$ cat src/rtl/irq_pkg.sv
// Shared definitions for the interrupt controller: default geometry of the
// vector table and the request-handshake state encoding.
package irq_pkg;

  localparam int unsigned N_IRQ_DEF      = 8;
  localparam int unsigned VEC_W_DEF      = 10;
  localparam logic [9:0]  VEC_BASE_DEF   = 10'h3C0;
  localparam int unsigned VEC_STRIDE_DEF = 8;

  typedef enum logic [1:0] {
    ST_IDLE   = 2'd0,
    ST_REQ    = 2'd1,
    ST_SETTLE = 2'd2
  } irq_state_e;

endpackage

$ cat src/rtl/prio_enc.sv
// Lowest-index-first priority encoder: idx_o is the position of the lowest set
// bit of req_i; valid_o says whether any bit is set (idx_o is 0 otherwise).
module prio_enc #(
  parameter int unsigned W     = 8,
  parameter int unsigned IDX_W = (W > 1) ? $clog2(W) : 1
) (
  input  logic [W-1:0]     req_i,
  output logic             valid_o,
  output logic [IDX_W-1:0] idx_o
);

  // NOTE: every variable written in an always_comb gets a default first, so no
  // path through the block leaves it unassigned and no latch is inferred.
  always_comb begin
    idx_o = '0;
    for (int i = W - 1; i >= 0; i--) begin
      if (req_i[i]) idx_o = IDX_W'(i);
    end
  end

  assign valid_o = |req_i;

endmodule

$ cat src/rtl/irq_controller.sv
// Prioritised, nestable interrupt controller: synchronises and edge-detects the
// raw lines, masks and prioritises them, and hands one vector at a time to the CU.
module irq_controller
  import irq_pkg::*;
#(
  parameter int unsigned      N_IRQ      = N_IRQ_DEF,
  parameter int unsigned      VEC_W      = VEC_W_DEF,
  parameter logic [VEC_W-1:0] VEC_BASE   = VEC_W'(VEC_BASE_DEF),
  parameter int unsigned      VEC_STRIDE = VEC_STRIDE_DEF
) (
  input  logic             clk,
  input  logic             reset,
  input  logic [N_IRQ-1:0] int_e,
  input  logic             mask_we,
  input  logic [N_IRQ-1:0] mask_wdata,
  input  logic             ack,
  input  logic             reti,
  output logic             int_req,
  output logic [VEC_W-1:0] int_vec,
  output logic [N_IRQ-1:0] pending,
  output logic [N_IRQ-1:0] in_service,
  output logic [N_IRQ-1:0] mask
);

  localparam int unsigned ID_W = (N_IRQ > 1) ? $clog2(N_IRQ) : 1;

  logic [N_IRQ-1:0] sync1_q, sync2_q, prev_q;
  logic [N_IRQ-1:0] pending_q, pending_d;
  logic [N_IRQ-1:0] in_service_q, in_service_d;
  logic [N_IRQ-1:0] mask_q, mask_d;
  logic [N_IRQ-1:0] rise, cand_req, ack_set, reti_clr;

  irq_state_e       state_q, state_d;
  logic             req_q, req_d;
  logic [VEC_W-1:0] vec_q, vec_d;
  logic [ID_W-1:0]  id_q, id_d;

  logic             cand_valid, cur_valid;
  logic [ID_W-1:0]  cand_idx, cur_idx;
  logic             eligible, id_live, take;

  function automatic logic [VEC_W-1:0] vec_of(input logic [ID_W-1:0] idx);
    return VEC_BASE + VEC_W'(VEC_STRIDE) * VEC_W'(idx);
  endfunction

  assign rise     = sync2_q & ~prev_q;
  assign cand_req = pending_q & mask_q;

  prio_enc #(.W(N_IRQ), .IDX_W(ID_W)) u_cand (
    .req_i   (cand_req),
    .valid_o (cand_valid),
    .idx_o   (cand_idx)
  );

  prio_enc #(.W(N_IRQ), .IDX_W(ID_W)) u_cur (
    .req_i   (in_service_q),
    .valid_o (cur_valid),
    .idx_o   (cur_idx)
  );

  // Strict preemption: only a strictly higher priority than the running level.
  assign eligible = cand_valid && (!cur_valid || (cand_idx < cur_idx));
  assign id_live  = mask_q[id_q] && pending_q[id_q] && (!cur_valid || (id_q < cur_idx));

  always_comb begin
    state_d = state_q;
    unique case (state_q)
      ST_IDLE:   if (eligible) state_d = ST_REQ;
      ST_REQ: begin
        if (ack)           state_d = ST_SETTLE;
        else if (!id_live) state_d = ST_IDLE;
      end
      ST_SETTLE: state_d = ST_IDLE;
      default:   state_d = ST_IDLE;
    endcase
  end

  always_comb begin
    req_d = req_q;
    vec_d = vec_q;
    id_d  = id_q;
    take  = 1'b0;
    unique case (state_q)
      ST_IDLE: begin
        if (eligible) begin
          req_d = 1'b1;
          vec_d = vec_of(cand_idx);
          id_d  = cand_idx;
        end
      end
      ST_REQ: begin
        if (ack) begin
          take  = 1'b1;
          req_d = 1'b0;
        end else if (!id_live) begin
          req_d = 1'b0;
        end else if (eligible && (cand_idx < id_q)) begin
          vec_d = vec_of(cand_idx);
          id_d  = cand_idx;
        end
      end
      default: req_d = 1'b0;
    endcase
  end

  // reti retires the current level before ack adds the new one; a fresh edge
  // on the acknowledged line wins over its clear.
  always_comb begin
    ack_set  = '0;
    reti_clr = '0;
    if (take)              ack_set[id_q]     = 1'b1;
    if (reti && cur_valid) reti_clr[cur_idx] = 1'b1;
    pending_d    = (pending_q & ~ack_set) | rise;
    in_service_d = (in_service_q & ~reti_clr) | ack_set;
    mask_d       = mask_we ? mask_wdata : mask_q;
  end

  // NOTE: sequential state uses non-blocking assignments so every register
  // samples the pre-edge values, independent of statement order.
  always_ff @(posedge clk or posedge reset) begin
    if (reset) begin
      state_q <= ST_IDLE;
      req_q   <= 1'b0;
      vec_q   <= VEC_BASE;
      id_q    <= '0;
    end else begin
      state_q <= state_d;
      req_q   <= req_d;
      vec_q   <= vec_d;
      id_q    <= id_d;
    end
  end

  always_ff @(posedge clk or posedge reset) begin
    if (reset) begin
      sync1_q      <= '0;
      sync2_q      <= '0;
      prev_q       <= '0;
      pending_q    <= '0;
      in_service_q <= '0;
      mask_q       <= '0;
    end else begin
      sync1_q      <= int_e;
      sync2_q      <= sync1_q;
      prev_q       <= sync2_q;
      pending_q    <= pending_d;
      in_service_q <= in_service_d;
      mask_q       <= mask_d;
    end
  end

  assign int_req    = req_q;
  assign int_vec    = vec_q;
  assign pending    = pending_q;
  assign in_service = in_service_q;
  assign mask       = mask_q;

endmodule
$ cat config.mk
export PLATFORM = sky130hd
export DESIGN_NAME = irq_controller
export DESIGN_NICKNAME = d
export VERILOG_FILES = /design/src/rtl/irq_pkg.sv /design/src/rtl/prio_enc.sv /design/src/rtl/irq_controller.sv
export SDC_FILE = /design/constraint.sdc
export NUM_CORES = 1
export LEC_CHECK = 0
export CAP_MARGIN = 30
export CORE_MARGIN = 2
export CORE_UTILIZATION = 49
export CTS_CLUSTER_SIZE = 14
export DETAILED_ROUTE_END_ITERATION = 16
export GPL_TIMING_DRIVEN = 0
export HOLD_SLACK_MARGIN = 0.06
export PLACE_DENSITY = 0.79
export SYNTH_ARGS = -nofsm -noshare
export SYNTH_HDL_FRONTEND = slang
export SYNTH_SLANG_ARGS = --single-unit
export TNS_END_PERCENT = 20
$ cat constraint.sdc
create_clock -name clk -period 3.2 [get_ports clk]
set_input_delay 0.64 -clock clk [delete_from_list [all_inputs] [get_ports clk]]
set_output_delay 0.64 -clock clk [all_outputs]
set_load 0.005 [all_outputs]
# After elaboration in Yosys (flattened, before gate mapping)
# Cells that the tools add are included.
# totals
regBits	64
input_bits	21
# classes
n_reduce_logical	16
mux	46
n_eq_ne	6
order_cmp	7
addsub	1
bitwise_logic	9
# ops
op	count
$mux W3	20
$mux W10	4
$and A8 B8 Y8	4
$not A8 Y8	3
$pmux W10 S2	1
$mux W8	2
$or A8 B8 Y8	2
$reduce_or A8 Y1	2
$lt A3 B3 Y1	3
$mux W1	9
$add A7 B7 Y8 const A	1
$lt A3 B4 Y1 const B	2
$ne A2 B2 Y1 const B	4
$logic_and A1 B1 Y1	7
$bmux W1 S3	2
$demux W1 S3	2
$ge A3 B1 Y1 const B	2
$mux W2	3
$pmux W3 S2	1
$reduce_and A5 Y1	1
$pmux W2 S2	1
$ne A3 B3 Y1 const B	1
$eq A2 B1 Y1 const B	1
$logic_not A2 Y1	1
5 further kinds	6

# Longest topological paths before layout
# Gate-level depths: netlist of the first run.
# depth
ltp_word	17
ltp_mapped	11

# Hierarchy
# Synthesis of the first run repeated with hierarchy kept, for this count alone.
# unflattened
cells_unflattened	224
area_unflattened_um2	2409.8
# by_module_without_submodules
module	cells_per_inst	area_per_inst_um2	instances
irq_controller	198	2247.2	1
prio_enc	13	81.3	2

# Worst setup path before layout of the first run
# OpenSTA, ideal clock, no wires.
# synth_timing
path_kind	reg2reg
start	register in_service_q[4] (netlist: in_service[4])
end	register id_q[1]
path_stages_with_launch	10
slack_ns	0.533
period_less_slack_ns	2.667
t_arrival_ns	2.539
path_cell_list	dfrtp_1 > nor4_1 > nor3_1 > nand2_1 > ha_1 > a211o_2 > a21oi_1 > o211ai_2 > a2111oi_4 > mux2_1
# synth_between
elab_chain_cells	11
elab_cells_between_ends	18
# synth_lines
item	line_no	text
from (decl)	irq_controller.sv:29	logic [N_IRQ-1:0] in_service_q, in_service_d;
from (signal assigned)	irq_controller.sv:147	in_service_q <= in_service_d;
$mux W3 (5 in a row)	prio_enc.sv:17	if (req_i[i]) idx_o = IDX_W'(i);
$lt A3 B3 Y1	irq_controller.sv:62	assign eligible = cand_valid && (!cur_valid || (cand_idx < cur_idx));
$logic_or A1 B1 Y1	irq_controller.sv:62	
$logic_and A1 B1 Y1	irq_controller.sv:62	
$logic_and A1 B1 Y1	irq_controller.sv:97	end else if (eligible && (cand_idx < id_q)) begin
$ne A2 B2 Y1 (no source line)	n/a	
$reduce_and A5 Y1 (no source line) *	n/a	
to (signal assigned)	irq_controller.sv:130	id_q <= id_d;
to (decl)	irq_controller.sv:36	logic [ID_W-1:0] id_q, id_d;
# Every way passes the cells marked *; elsewhere a longest branch is shown, timed or not.
# A chain may end at the register's enable or synchronous reset.

# Final worst setup path of the first run
# layout_timing
start	register in_service_q[4] (netlist: in_service[4])
end	register id_q[2]
# Same word-level chain as after synthesis.

==> results of run 1 <==
[path summary, 6_finish.rpt]
path	startpoint	to	cells past startpoint
worst max-delay path	in_service[4]	id_q[2]	9
worst min-delay path	sync1_q[1]	sync2_q[1]	0
worst max register to register	in_service[4]	id_q[2]	9
worst min register to register	sync1_q[1]	sync2_q[1]	0
max in group asynchronous	reset	id_q[2]	3
min in group asynchronous	reset	state_q[0]	2
[metrics by stage]
| step | setup WS [ps] | power (uW) | util, % | cell area, sq um | hold WS, ps |
|---|---|---|---|---|---|
| final | 274 | 2330 | 64.8 | 3020 | 352 |
| after global routing | 133 | 2500 | 64.8 | 3020 | 353 |
| after CTS | 239 | 2350 | 64.8 | 3020 | 353 |
| after detailed placement | 250 | 1960 | 62.7 | 2920 | 338 |
| after global placement | 341 | 1920 | 62.3 | 2900 | 332 |
| after floorplan | 533 | 1590 | - | 2370 | 331 |
[area by class of cell]
| type | instances | area, sq um |
|---|---|---|
| Buffer | 10 | 78.8 |
| Clock buffer | 5 | 68.8 |
| Clock inverter | 3 | 26.3 |
| Fill cell | 388 | 1640 |
| Inverter | 15 | 56.3 |
| Multi-Input combinational cell | 140 | 905 |
| Sequential cell | 53 | 1330 |
| Tap cell | 54 | 67.6 |
| Timing Repair Buffer | 48 | 490 |
[synth_stat cells]
cell type	number
a211o_2	1
mux2i_1	5
o21a_1	2
buf_4	7
clkbuf_1	1
nor2_1	9
nor3_1	2
mux2_1	2
and2b_2	1
nand2b_1	1
ha_1	6
nor2b_1	3
buf_6	2
and2_2	1
inv_1	15
mux4_2	1
nand3_1	7
nor2_2	1
a22oi_1	1
a21oi_1	7
o2111ai_1	1
o211ai_1	1
dfrtp_1	53
o211ai_2	1
a41oi_1	1
a2111oi_0	1
nand2_1	40
mux4_1	2
or2_2	1
o21ai_0	19
mux2_2	8
a2111oi_4	1
a31oi_1	1
or3_1	1
o31ai_1	2
and2_1	2
nor4_1	1
conb_1	2
[layer usage]
layer / up-vias / track usage, % / wire length (microns)
met5: - / 0 / 0
met4: 0 / 8.02 / 66
met3: 8 / 4.14 / 283
met2: 76 / 31.4 / 2330
met1: 863 / 23.8 / 1870
li1: 836 / - / -
[state kept, by name, indices dropped and copies added, names as in the netlist]
signal	count
id_q	3
in_service	8
mask	8
pending	8
prev_q	8
state_q	2
sync1_q	8
sync2_q	8
[layout by cell type (no fill, tap or decap), types with 2 or more instances in the layout]
cell	count
a21oi_1	7
and2_1	2
buf_4	7
buf_6	2
clkbuf_8	5
clkdlybuf4s50_1	47
clkinvlp_4	2
conb_1	7
dfrtp_1	53
ha_1	6
inv_1	14
mux2_1	2
mux2_2	8
mux2i_1	5
mux4_1	2
nand2_1	40
nand3_1	7
nor2_1	9
nor2b_1	3
nor3_1	2
o21a_1	2
o21ai_0	19
o31ai_1	2
[cell families (layout without fill, tap and decap cells)]
logic type | after synthesis | count (layout) | synth area share [%]
buffers and inverters | 25 | 81 | 5.76
other | 2 | 7 | 0.320
AOI/OAI and AO/OA | 39 | 39 | 11.0
adders and majority gates | 6 | 6 | 3.20
muxes | 18 | 18 | 10.1
DFF | 53 | 53 | 56.5
and+or+nand+nor | 70 | 70 | 13.1
[power breakdown]
group	total, uW	switching [uW]	leakage [uW]	internal (uW)
combinational	1060	512	0.000744	544
clock	385	226	0.0000423	159
sequential	893	117	0.000619	776
==> metrics, run 1 <==
status complete, no violations; Area Growth Syn to Fin 28.6%; PortBufs between 40 and 50; Pwr Density 773 nW/um^2; leak pwr 0.00141 uW; Mean Syn Cell Area between 10 and 15 sq um; worst path required time 3400 ps; setup TNS 0 ps; gr ovfl total 0; max incr delay on CP about 450 ps; Total Nets Final 300; crit path max fanout 5; Max H-tree Level 2; Boundary Pins 56; Placed Cells 320; Setup Fix Bufs, Post-CTS 0; detailed-router iteration count before antenna repair 4; startpoint type of the worst setup path flop; Core ar. 4660 sq um; drt wl/cell 13.9 microns; path type of the worst setup path reg -> reg; Final Skew 7.76 ps; site row count 25; post-synth top area cell dfrtp_1; TritonCTS buffer count 5; Max IR drop VDD 0.000383 V; CTS clk-pin slew, worst paths 100 ps; hold buffer count at cts 0; FMAX around 340 MHz; endpoints failing setup 0; Clock Sinks 53; diode count 0; detailed-route vias per instance 5.44; reg2reg setup slack 270 ps; Vias between 1,500 and 2,000; Root Driver clkbuf_8; post-cts gate resize count 0; RSZ-0062 raised after global routing false; Die Y 73.2 microns; layout cells sized above 1 about an eighth; Synth area leaders dfrtp_1 (57%), nand2_1 (6.4%), o21ai_0 (4.1%), mux2_2 (3.8%), ha_1 (3.2%); TritonCTS clock tree done; drt first-iter violations 79; ANT nets after route 0; Die X 73.2 microns; Critical path buffers and inverters 0; Mapped Area ~2300 sq um; largest net degree at the start of global routing 43; Netlist cell types 38; Max stage delay cell, worst path a2111oi_4; Fin. Hold Viols 0; non-filler instance count after layout 328; Clock Path Buffers 2; fin crit share between 90% and 100%; Hold Path Class reg -> reg; WL final 4550 microns; Final Max Slew Viols 0; HPWL Detailed about 3500 microns; CP delay by family, top compound AO/OA/AOI/OAI gates; WP data arrival 3120 ps; Period minus WS final 2930 ps; Die ar. 5360 sq um; Global Route Usage Sum approximately a fifth; Setup crit end kind flop; Yosys warning total 0; Seq cells post-synth 53; initial antenna violation count 0; critical path cell sequence nor4_1, nor3_1, nand2_1, ha_1, a211o_2, a21oi_1, o211ai_2, a2111oi_4, mux2_1; cells after synthesis 213; Seq/Total Area, Yosys 56.5%; GP Congestion between 0.8 and 0.9; Initial Util approximately half; post-route DRC violation count 0; max_cap viols 0; first-pass GRT wire length ~7700 microns; Skew-Pair Late Insertion Delay just over 300 ps; Synth top area share 56.5%; vias in the first global route 1,689
Power figures use the tool's default switching activity.
==> run 2, diff against run 1 <==
CORE_ASPECT_RATIO = 0.6   (was not set)
==> run 2 against run 1 <==
Flip-flop and latch count unchanged; die area up 0.34%; clock-buffer cell count stayed put; maximum frequency rose by 1.4%; total power grew 0.76%; first-iteration DRC count up 130%; sequential share of layout area is 0.20 points lower; worst setup slack gained 40 ps; utilization grew 1.3 points; critical endpoint unchanged; largest cell class unchanged; highest routed layer unchanged.
==> metrics, run 2 (synthesis gave the netlist of run 1 again) <==
Period minus WS final 2890 ps (-40.0 ps); setup TNS 0 ps (unchanged); Max H-tree Level 2 (unchanged); CTS clk-pin slew, worst paths 110 ps (about the same); Fin. Hold Viols 0 (unchanged); reg2reg setup slack 310 ps (+40 ps); GP Congestion 0.860 (+0.96%); diode count 0 (unchanged); TritonCTS buffer count 5 (unchanged); HP Start sync1_q[7]; crit path max fanout 5 (unchanged); fin crit share 90.2% (-1.3 points); Hold Path Class reg -> reg; non-filler instance count after layout 337 (+2.7%); startpoint type of the worst setup path flop; layout cells sized above 1 12.8% (unchanged); critical path cell sequence or2_2, o21ai_0, nand2_1, ha_1, o21a_1, o21ai_0, o211ai_2, a2111oi_4, mux2_1; WP data arrival 3090 ps (-30 ps); post-route DRC violation count 0 (unchanged); ANT nets after route 0 (unchanged); drt first-iter violations 182 (+130%); commonest non-fill, non-tap cell in the layout dfrtp_1; worst path required time 3410 ps (about the same); Skew-Pair Late Insertion Delay 310 ps (about the same); Die Y 57.6 microns (-21%); hold buffer count at cts 0 (unchanged); WL final 4650 microns (+2.2%); Die ar. 5380 sq um (+0.34%); Die X 93.4 microns (+28%); Placed Cells 329 (+2.8%); Max stage delay cell, worst path a2111oi_4; status complete, no violations; detailed-router iteration count before antenna repair 4 (unchanged); Hold Path Depth 0 (unchanged); Clock Path Buffers 2 (unchanged); Pwr Density 775 nW/um^2 (+0.30%); WHS Endpoint sync2_q[7]; vias in the first global route 1,545 (-8.5%); FMAX 347 MHz (+1.4%); Total Nets Final 300 (unchanged); RSZ-0062 raised after global routing false; CP most frequent cell o21ai_0; HPWL Detailed 3590 microns (+2.3%); Setup Fix Bufs, Post-CTS 0 (unchanged); commonest cells after routing, fill and taps aside dfrtp_1 (53), clkdlybuf4s50_1 (47), nand2_1 (40); Max IR drop VDD 0.000388 V (+1.3%); Core ar. 4590 sq um (-1.6%); Area Growth Syn to Fin 29.2%; Final Max Slew Viols 0 (unchanged); FF-to-FF path depth 9 (unchanged); first-pass GRT wire length 7780 microns (+1.2%); drt wl/cell 13.8 microns (-0.57%); WL met2 1880 microns (-19%); Metal-1 WL 2380 microns (+27%); gr ovfl total 0 (unchanged); largest net degree at the start of global routing 33 (-23%); max incr delay on CP 460 ps (about the same); hold slack 354 ps (+2.62 ps); Initial Util 51.2% (+0.80 points); PortBufs 47 (unchanged); TritonCTS clock tree done; max_cap viols 0 (unchanged); Setup crit end kind flop; Root Driver clkbuf_8; path type of the worst setup path reg -> reg; leak pwr 0.00141 uW (+0.59%); Reg-to-Reg End id_q[2]; RR Startpoint in_service[4]; post-cts gate resize count 0 (unchanged); Clock Sinks 53 (unchanged); Vias 1,712 (-4.0%); endpoints failing setup 0 (unchanged); Final Skew 11.8 ps (+3.99 ps); detailed-route vias per instance 5.08 (-6.5%); site row count 19 (-24%); Boundary Pins 56 (unchanged); Global Route Usage Sum 18.9% (-0.019 points); met3 WL 358 microns (+27%); initial antenna violation count 0 (unchanged); top layer in use met4
## run 2: area by class of cell
type | count | area (sq um)
fillers | 361 | 1560
flip-flops and latches | 53 | 1330
multi-input cells | 140 | 905
repair buffers | 48 | 490
plain buffers | 10 | 78.8
well taps | 63 | 78.8
clock buffers | 5 | 68.8
inverters | 15 | 56.3
clock inverters | 3 | 28.8
## run 2: worst max-delay path, delay by kind of cell (launching register included)
kind | cells | cell delay (ps)
compound gates | 5 | 1230
simple gates | 2 | 440
flops | 1 | 450
fa+ha+maj | 1 | 290
mux | 1 | 360
## run 2: worst max path at each step
stage	from	slack (ps)	endpoint	cells after the start
2_1_floorplan	in_service[4]	530	id_q[1]	9
3_3_place_gp	reset	360	id_q[0]	2
3_5_place_dp	in_service[4]	350	id_q[2]	9
4_1_cts	in_service[4]	330	id_q[2]	9
5_1_grt	mask[3]	120	id_q[2]	9
6_report	in_service[4]	310	id_q[2]	9
## run 2: report_power, final
part           internal, uW  total, uW  leakage, uW  switching [uW]
registers               776        896     0.000619             120
logic                   543       1060     0.000744             513
clock network           164        400    0.0000506             236
## run 2: per-stage QoR
stage / area [sq um] / worst slack, ps / power (uW) / util (%)
2_1_floorplan: 2370 / 533 / 1590 / -
5_1_grt: 3030 / 117 / 2540 / 66.1
6_report: 3030 / 314 / 2350 / 66.1
3_5_place_dp: 2940 / 351 / 1960 / 64.0
3_3_place_gp: 2920 / 360 / 1930 / 63.5
4_1_cts: 3030 / 331 / 2360 / 66.1
## run 2: metal layers
layer / up-vias / track usage (%)
li1: 841 / -
met1: 804 / 30.2
met2: 62 / 25.1
met3: 5 / 6.24
met4: 0 / 3.78
met5: - / 0
